### src/rtl/hs4_return_if.sv
// hs4_return_if: return-channel bundle (req_in/data_in/ack_out peripheral side, out_data/out_valid/out_ready/fifo_count/rx_state CPU side); slave=receiver, master=bench/environment
interface hs4_return_if #(parameter int DW = 4, parameter int CW = 3);
  logic          req_in;
  logic [DW-1:0] data_in;
  logic          ack_out;
  logic [DW-1:0] out_data;
  logic          out_valid;
  logic          out_ready;
  logic [CW-1:0] fifo_count;
  logic [1:0]    rx_state;
  modport master(output req_in, data_in, out_ready, input ack_out, out_data, out_valid, fifo_count, rx_state);
  modport slave(input req_in, data_in, out_ready, output ack_out, out_data, out_valid, fifo_count, rx_state);
endinterface

### src/rtl/hs4_return_receiver.sv
// hs4_return_receiver: 4-phase req/ack capture into a show-ahead FIFO with valid/ready output; ports clk, rst (sync active-low), bus (hs4_return_if.slave); RX_SYNC_EN adds a 2-flop req synchronizer
module hs4_return_receiver #(
  parameter int DW    = 4,
  parameter int DEPTH = 4,
  parameter int CW    = 3
) (
  input  logic           clk,
  input  logic           rst,
  hs4_return_if.slave    bus
);
  localparam int AW = $clog2(DEPTH);
  typedef enum logic [1:0] {IDLE = 2'b00, ACK = 2'b01, STALL = 2'b10, BAD = 2'b11} state_t;
  state_t        state, state_nx;
  logic          req_s, push, pop, space;
  logic [DW-1:0] mem [DEPTH];
  logic [AW-1:0] wr_ptr, rd_ptr;
  logic [CW-1:0] count;
`ifdef RX_SYNC_EN
  logic [1:0] sync;
  always_ff @(posedge clk) sync <= !rst ? 2'b00 : {sync[0], bus.req_in};
  assign req_s = sync[1];
`else
  assign req_s = bus.req_in;
`endif
  assign space = count < CW'(DEPTH);
  assign pop   = count != '0 && bus.out_ready;
  // IDLE and STALL share the same decision: push when space, else wait in STALL
  always_comb begin
    state_nx = IDLE;
    push     = 1'b0;
    state_nx = state == ACK ? (req_s ? ACK : IDLE) :
               (state == BAD || !req_s) ? IDLE : space ? ACK : STALL;
    push     = (state == IDLE || state == STALL) && req_s && space;
  end
  always_ff @(posedge clk) begin
    if (!rst) begin
      state  <= IDLE;
      wr_ptr <= '0;
      rd_ptr <= '0;
      count  <= '0;
    end else begin
      state  <= state_nx;
      wr_ptr <= wr_ptr + AW'(push);
      rd_ptr <= rd_ptr + AW'(pop);
      count  <= count + CW'(push) - CW'(pop);
    end
  end
  always_ff @(posedge clk) if (rst && push) mem[wr_ptr] <= bus.data_in;
  assign bus.ack_out    = state == ACK;
  assign bus.out_valid  = count != '0;
  assign bus.out_data   = count != '0 ? mem[rd_ptr] : '0;
  assign bus.fifo_count = count;
  assign bus.rx_state   = state;
endmodule

### src/flat_wrapper.sv
// flat-port wrapper written by rule: the top's interface ports become plain ports
module hs4_return_receiver_flat 
#(
  parameter int DW    = 4,
  parameter int DEPTH = 4,
  parameter int CW    = 3
)
  (clk, rst, bus_req_in, bus_data_in, bus_out_ready, bus_ack_out, bus_out_data, bus_out_valid, bus_fifo_count, bus_rx_state);
  hs4_return_if #(.DW(DW), .CW(CW)) bus_i ();
  input  logic clk;
  input  logic rst;
  input wire logic [$bits(bus_i.req_in)-1:0] bus_req_in;
  input wire logic [$bits(bus_i.data_in)-1:0] bus_data_in;
  input wire logic [$bits(bus_i.out_ready)-1:0] bus_out_ready;
  output wire logic [$bits(bus_i.ack_out)-1:0] bus_ack_out;
  output wire logic [$bits(bus_i.out_data)-1:0] bus_out_data;
  output wire logic [$bits(bus_i.out_valid)-1:0] bus_out_valid;
  output wire logic [$bits(bus_i.fifo_count)-1:0] bus_fifo_count;
  output wire logic [$bits(bus_i.rx_state)-1:0] bus_rx_state;
  assign bus_i.req_in = bus_req_in;
  assign bus_i.data_in = bus_data_in;
  assign bus_i.out_ready = bus_out_ready;
  assign bus_ack_out = bus_i.ack_out;
  assign bus_out_data = bus_i.out_data;
  assign bus_out_valid = bus_i.out_valid;
  assign bus_fifo_count = bus_i.fifo_count;
  assign bus_rx_state = bus_i.rx_state;
  hs4_return_receiver #(.DW(DW), .DEPTH(DEPTH), .CW(CW)) u_core (.clk(clk), .rst(rst), .bus(bus_i));
endmodule
### config.mk
export PLATFORM = sky130hd
export DESIGN_NAME = hs4_return_receiver_flat
export DESIGN_NICKNAME = d
export VERILOG_FILES = /design/src/rtl/hs4_return_if.sv /design/src/rtl/hs4_return_receiver.sv /design/src/flat_wrapper.sv
export SDC_FILE = /design/constraint.sdc
export NUM_CORES = 1
export LEC_CHECK = 0
export ABC_AREA = 1
export BUFFER_PORTS_ARGS = -buffer_cell sky130_fd_sc_hd__buf_4
export CORE_MARGIN = 1.5
export CORE_UTILIZATION = 25
export CTS_BUF_LIST = sky130_fd_sc_hd__clkbuf_4 sky130_fd_sc_hd__clkbuf_8
export DETAILED_ROUTE_END_ITERATION = 16
export PLACE_DENSITY = 0.5
export SLEW_MARGIN = 20
export SYNTH_ARGS = -nofsm -noshare
export SYNTH_HDL_FRONTEND = slang
export SYNTH_SLANG_ARGS = --single-unit
### constraint.sdc
create_clock -name clk -period 2.15 [get_ports clk]
set_clock_uncertainty 0.15 [all_clocks]
set_input_delay 0.5375 -clock clk [delete_from_list [all_inputs] [get_ports clk]]
set_output_delay 0.5375 -clock clk [all_outputs]
set_load 0.01 [all_outputs]
==> metrics.txt, run 1 <==
Seq/Total Area, Yosys 58.28%; vias 829; 1st-iter DRT viols 32; TritonCTS buffer count 3; crit-path max cell delay ~340 ps; # fillers 440; drt drc 0; most frequent cell after synthesis inv_1; number of synthesized flops with an enable pin 16; M3 GR Usage 1.443%; clock tree buffer depth 2; Seq cells post-synth 25; Initial Util 26.03%; Slew Viols, Final 0; die height 70.34 µm; Synth Instances 120; GRT Overall Usage 8.847%; Synth Area per Inst 9.447 µm²; status complete, no violations; pin count of the biggest net entering global routing 14; top area cells in the synthesized netlist edfxtp_1 42%, dfxtp_1 16%, inv_1 10%; Net Count, Synth 133; Final Hold Viols 0; initial antenna violation count 0; Worst Hold Class in -> reg; Worst R2R Setup Slack 130 ps; P&R area growth vs syn 28.04%; Yosys cell types 17; num rows 24; R2R cell count 11; Crit Path Category reg -> reg; CP required 2160 ps; Synth Cell Area between 0.001 and 0.0015 mm²; global route hottest layer met2; placed cell areas ~0.0014 mm²; Final Cell Area 0.001451 mm²; Sw Pwr 627.4 µW; Setup WS post-layout 128.2 ps; clock network fraction of design power 16.3%; top cells by count, synth 31 x inv_1, 24 x nand2_1, 16 x edfxtp_1, 9 x dfxtp_1, 9 x nand3_1; Worst Setup SP u_core.bus.fifo_count[1]; Final Cycle Share approximately 94%; drt wl/cell 10.72 µm; final setup vio count 0; Startpoint Class register; Finished Core Util between 30% and 40%; VDD IR max 265.8 µV; Yosys top cell by area edfxtp_1; placed wire-length estimate 1612 µm; Critical Path Fanout Max 2; Non-Filler Instances 202; WL final 2165 µm; H-tree levels 1; crit path cell chain nor3_2 > nor2_1 > ha_1 > inv_1 > ha_1 > inv_1 > fa_2 > inv_1 > nand2_1 > a21oi_2 > nor2_1; Vias/cell 4.104; Root Driver clkbuf_8; dpl ws -88.19 ps; Nets 164; drt pass-1 iters 4; Worst Setup End Kind register; Core Region 0.004354 mm²; Yosys top cell area share between 40 and 50%; Total Power 1.748 mW; critical path's most frequent cell inv_1; Tightest Pin Transition 253.4 ps; Synth async-reset ratio 0%; final worst path period need 2022 ps; met2 Use GR 15.41%; CP arrival 2040 ps; Sw Share 35.90%; R2R Path Start u_core.bus.fifo_count[1]; die span in x 70.34 µm; Inst Count DP 198; worst skew pair latency 260 ps; RePlAce Congestion 0.7758; Logic pwr share 47.2%; DRT antenna net count 0; met1 Use GR 9.846%; pwr/cell area approximately 1200 mW/mm²; number of diodes 0; gr ovfl total 0; Port Buffers 18; Worst-path clk slew 80 ps; dominant synthesized flop cell edfxtp_1; CTS sink cnt 25; area of the multi-input gates 346.6 µm²; CTS-repair resized insts 0; max-cap violations 0; IO Count 19; setup bufs post-CTS 0; yosys warns 0; register area approximately 660 µm²; Relative slew margins 83.09%; CTS tree built; vias in the first global route 758; Int Pwr 1.120 mW; Die ar. between 0.004 and 0.005 mm²; r2r endpoint u_core.bus.fifo_count[2]; Flop pwr share a little over a third; Crit-path slowest cell fa_2; Setup crit end u_core.bus.fifo_count[2]; leak pwr 0.6912 nW; first-pass GRT wire length 3305 µm; CTS Hold Bufs 0; layout cells sized above 1 26.00%; Max Clock Freq just under 0.5 GHz
[through the flow]
| step | setup TNS, ps | hold WS [ps] |
|---|---|---|
| CTS | 0 | 317.5 |
| finish | 0 | 321.6 |
| detailed placement | -88.19 | 341.7 |
| global route | -35.66 | 315.5 |
| global placement | -1.566 | 331.0 |
| floorplan | 0 | 374.0 |
[how the worst min path moves through the flow]
stage | start | end | depth (start not counted)
finish | bus_data_in[1] | u_core.mem[1][1] | 1
global route | bus_data_in[2] | u_core.mem[2][2] | 1
CTS | bus_data_in[1] | u_core.mem[1][1] | 1
detailed placement | u_core.bus.rx_state[0] | u_core.bus.rx_state[1] | 1
global placement | u_core.bus.rx_state[0] | u_core.bus.rx_state[1] | 1
floorplan | u_core.bus.rx_state[0] | u_core.bus.rx_state[1] | 1
[placed cells by master (no fill, tap or decap), drive strengths merged]
master | Yosys | routed
a21oi | 5 | 5
buf | 1 | 27
clkbuf | 0 | 4
dfxtp | 9 | 9
edfxtp | 16 | 16
fa | 1 | 1
ha | 4 | 4
inv | 34 | 34
nand2 | 24 | 24
nand3 | 9 | 9
nand4 | 1 | 1
nor2 | 6 | 6
nor3 | 6 | 6
o21ai | 1 | 1
or2 | 1 | 1
xnor2 | 2 | 2
[area by class of cell]
type	instances	share of cell area (%)
inverters	34	8.793
multi-input cells	60	23.88
flip-flops and latches	25	45.52
clock buffers	4	3.362
well taps	52	4.483
repair buffers	27	13.97
[critical path: cells and delay by family (launching register included)]
family | cells | cell delay (ps)
adders and majority gates | 3 | 740
DFF | 1 | 330
buffers and inverters | 3 | 160
and+or+nand+nor | 4 | 420
AOI/OAI and AO/OA | 1 | 110
[kinds of logic (layout without fill, tap and decap cells)]
| logic type | count (synthesis) | after routing | synth area share (%) |
|---|---|---|---|
| flip-flops | 25 | 25 | 58.28 |
| buffers and inverters | 35 | 65 | 11.92 |
| AND/OR/NAND/NOR | 47 | 47 | 19.43 |
| XOR/XNOR | 2 | 2 | 1.546 |
| AO/OA/AOI/OAI | 6 | 6 | 2.648 |
| adder cells (fa/ha/maj) | 5 | 5 | 6.181 |
[power by group through the flow]
stage | registers, mW | logic (mW) | clock network [mW]
2_1_floorplan | 0.671 | 0.420 | 0
3_3_place_gp | 0.647 | 0.788 | 0
3_5_place_dp | 0.650 | 0.807 | 0
4_1_cts | 0.639 | 0.813 | 0.293
5_1_grt | 0.646 | 0.913 | 0.310
6_report | 0.638 | 0.824 | 0.285
[routing by layer]
metal | share of wire [%] | vias to the layer above
met5 | 0 | -
met4 | 1.7 | 0
met3 | 3.8 | 2
met2 | 52 | 22
met1 | 42 | 376
li1 | - | 429
[registers in the layout, summed over array words and instances (netlist names)]
name / count
u_core.bus.fifo_count: 3
u_core.bus.rx_state: 2
u_core.mem: 16
u_core.rd_ptr: 2
u_core.wr_ptr: 2
Note: power is estimated with default switching activity, not from simulation.
==> inputs of run 2 (changes only) <==
--- a/config.mk
+++ b/config.mk
@@ -11,7 +11,7 @@
 export CORE_UTILIZATION = 25
 export CTS_BUF_LIST = sky130_fd_sc_hd__clkbuf_4 sky130_fd_sc_hd__clkbuf_8
 export DETAILED_ROUTE_END_ITERATION = 16
-export PLACE_DENSITY = 0.5
+export PLACE_DENSITY = 0.41
 export SLEW_MARGIN = 20
 export SYNTH_ARGS = -nofsm -noshare
 export SYNTH_HDL_FRONTEND = slang
==> run 2 against run 1 <==
  * Combinational power shrank 2.7%
  * Critical endpoint unchanged
  * Wire length grew 0.18%
  * Hold slack got worse by 12 ps
  * Cell count did not move
  * Highest routed layer unchanged
  * Die area did not move
  * Final area decreased by 0.34%
  * Sequential cell count stayed put
  * Register-to-register slack gained 20 ps
  * Largest power group unchanged
  * Largest cell class unchanged
  * Clock power about the same
  * Sequential power increased by 1%
  * Total power fell by 0.83%
==> metrics.txt, run 2 (synthesis gave the netlist of run 1 again) <==
gr ovfl total 0; Max Clock Freq 0.4999 GHz; Total Power 1.733 mW; setup bufs post-CTS 0; vias 800; Root Driver clkbuf_8; Vias/cell just under 4; Core Region 0.004354 mm²; metal2 WL about 1100 µm; 1st-iter DRT viols 19; final worst path period need between 2000 and 2500 ps; Nets 164; placed wire-length estimate 1687 µm; Hold Crit Depth 1; pin count of the biggest net entering global routing 16; die height 70.34 µm; Final Hold Viols 0; CP required 2170 ps; R2R cell count 11; Critical Path Fanout Max 3; number of diodes 0; final setup vio count 0; WL final 2169 µm; Crit Path Category reg -> reg; Sw Share 36.33%; Startpoint Class register; WL met1 1006 µm; Die ar. 0.004947 mm²; clock network fraction of design power between 10% and 20%; initial antenna violation count 0; Tightest Pin Transition 274.9 ps; status complete, no violations; drt drc 0; Top Metal Used met4; Flop pwr share 37.3%; P&R area growth vs syn 27.59%; first-pass GRT wire length 3601 µm; Final Cycle Share 93.04%; CP arrival 2020 ps; vias in the first global route 792; GRT Overall Usage a little under a tenth; final setup TNS 0 ps; Non-Filler Instances about 200; Int Pwr 1.103 mW; Worst Setup End Kind register; num rows 24; commonest non-fill, non-tap cell in the layout inv_1; Top reg by flops u_core.mem; VDD IR max 202.8 µV; die span in x 70.34 µm; leak pwr 0.6857 nW; Worst R2R Setup Slack 150 ps; Worst-path clk slew 90 ps; Slew Viols, Final 0; max-cap violations 0; TritonCTS buffer count 3; r2r endpoint u_core.bus.fifo_count[2]; clock tree buffer depth 2; worst skew pair latency approximately 270 ps; RSZ-0062 raised after global routing no; Logic pwr share 46.3%; Relative slew margins 81.65%; CTS tree built; Worst Hold Path EP u_core.mem[0][1]; IO Count 19; Initial Util 26.03%; layout cells sized above 1 25.33%; CTS sink cnt 25; drt pass-1 iters 2; Sw Pwr ~630 µW; DRT antenna net count 0; most frequent cells in the layout 31 x inv_1, 27 x buf_4, 24 x nand2_1, 16 x edfxtp_1, 9 x nand3_1; Worst Hold Class in -> reg; # fillers 457; Inst Count DP ~200; R2R Path Start u_core.bus.fifo_count[0]; drt wl/cell 10.74 µm; Largest register FFs 16; pwr/cell area around 1200 mW/mm²; WL met3 46 µm; Port Buffers 18; hold path startpoint bus_data_in[1]; H-tree levels 1; RePlAce Congestion 0.7214
-- run 2: cell count changes in the layout (fill, tap and decap cells not counted), sizes merged --
| cell | change |
|---|---|
| clkbuf | -1 |
| clkinvlp | +1 |
-- run 2: how the worst max path moves through the flow --
stage,from,to,slack [ps],cells past startpoint
floorplan,u_core.bus.fifo_count[2],u_core.bus.fifo_count[2],8,11
global placement,bus_out_ready,u_core.bus.fifo_count[2],-6,12
detailed placement,bus_out_ready,u_core.bus.fifo_count[2],-70,12
CTS,u_core.bus.fifo_count[0],u_core.bus.fifo_count[2],70,11
global route,u_core.bus.fifo_count[0],u_core.bus.fifo_count[2],1,11
finish,u_core.bus.fifo_count[0],u_core.bus.fifo_count[2],150,11
-- run 2: metrics by stage --
stage                     area [µm²]  utilization, %  hold WS (ps)  setup WS [ps]
after floorplan                 1134               -         374.0          8.432
after global placement          1394           32.01         339.9         -5.810
after detailed placement        1394           32.01         350.0         -69.65
after CTS                       1443           33.13         310.2          71.00
after global routing            1446           33.22         312.1         0.9945
final                           1446           33.22         309.6          149.7
-- run 2: critical path, stage by stage, from the launching register on --
cell     delay [ps]
dfxtp_2         340
nor3_2          190
nor2_1           80
ha_1            270
inv_1            60
ha_1            140
inv_1            50
fa_2            340
inv_1            60
nand2_1          60
a21oi_1         120
nor2_1           60
-- run 2: power groups by stage --
stage | logic (mW) | registers, mW | clock network, mW
final | 0.802 | 0.646 | 0.285
after global routing | 0.914 | 0.661 | 0.312
after CTS | 0.816 | 0.646 | 0.294
after detailed placement | 0.812 | 0.657 | 0
after global placement | 0.792 | 0.656 | 0
after floorplan | 0.420 | 0.671 | 0
-- run 2: what timing repair did --
action,in CTS,in global routing
setup endpoints to repair,0,1
hold buffers,0,0
resized for setup,0,2
-- run 2: area by class of cell --
cell class              count  area [µm²]  area share [%]
well taps                  52       65.06           4.498
clock buffers               3       41.29           2.855
inverters                  34       127.6           8.823
flip-flops and latches     25       661.9           45.76
multi-input cells          60       340.3           23.53
clock inverters             1       7.507          0.5190
repair buffers             27       202.7           14.01
-- run 2: per-layer routing --
metal  global-route usage (%)  vias up
met2                    15.41        8
met3                    2.020        6
li1                         -      429
met5                        0        -
met4                    4.487        0
met1                    12.16      357
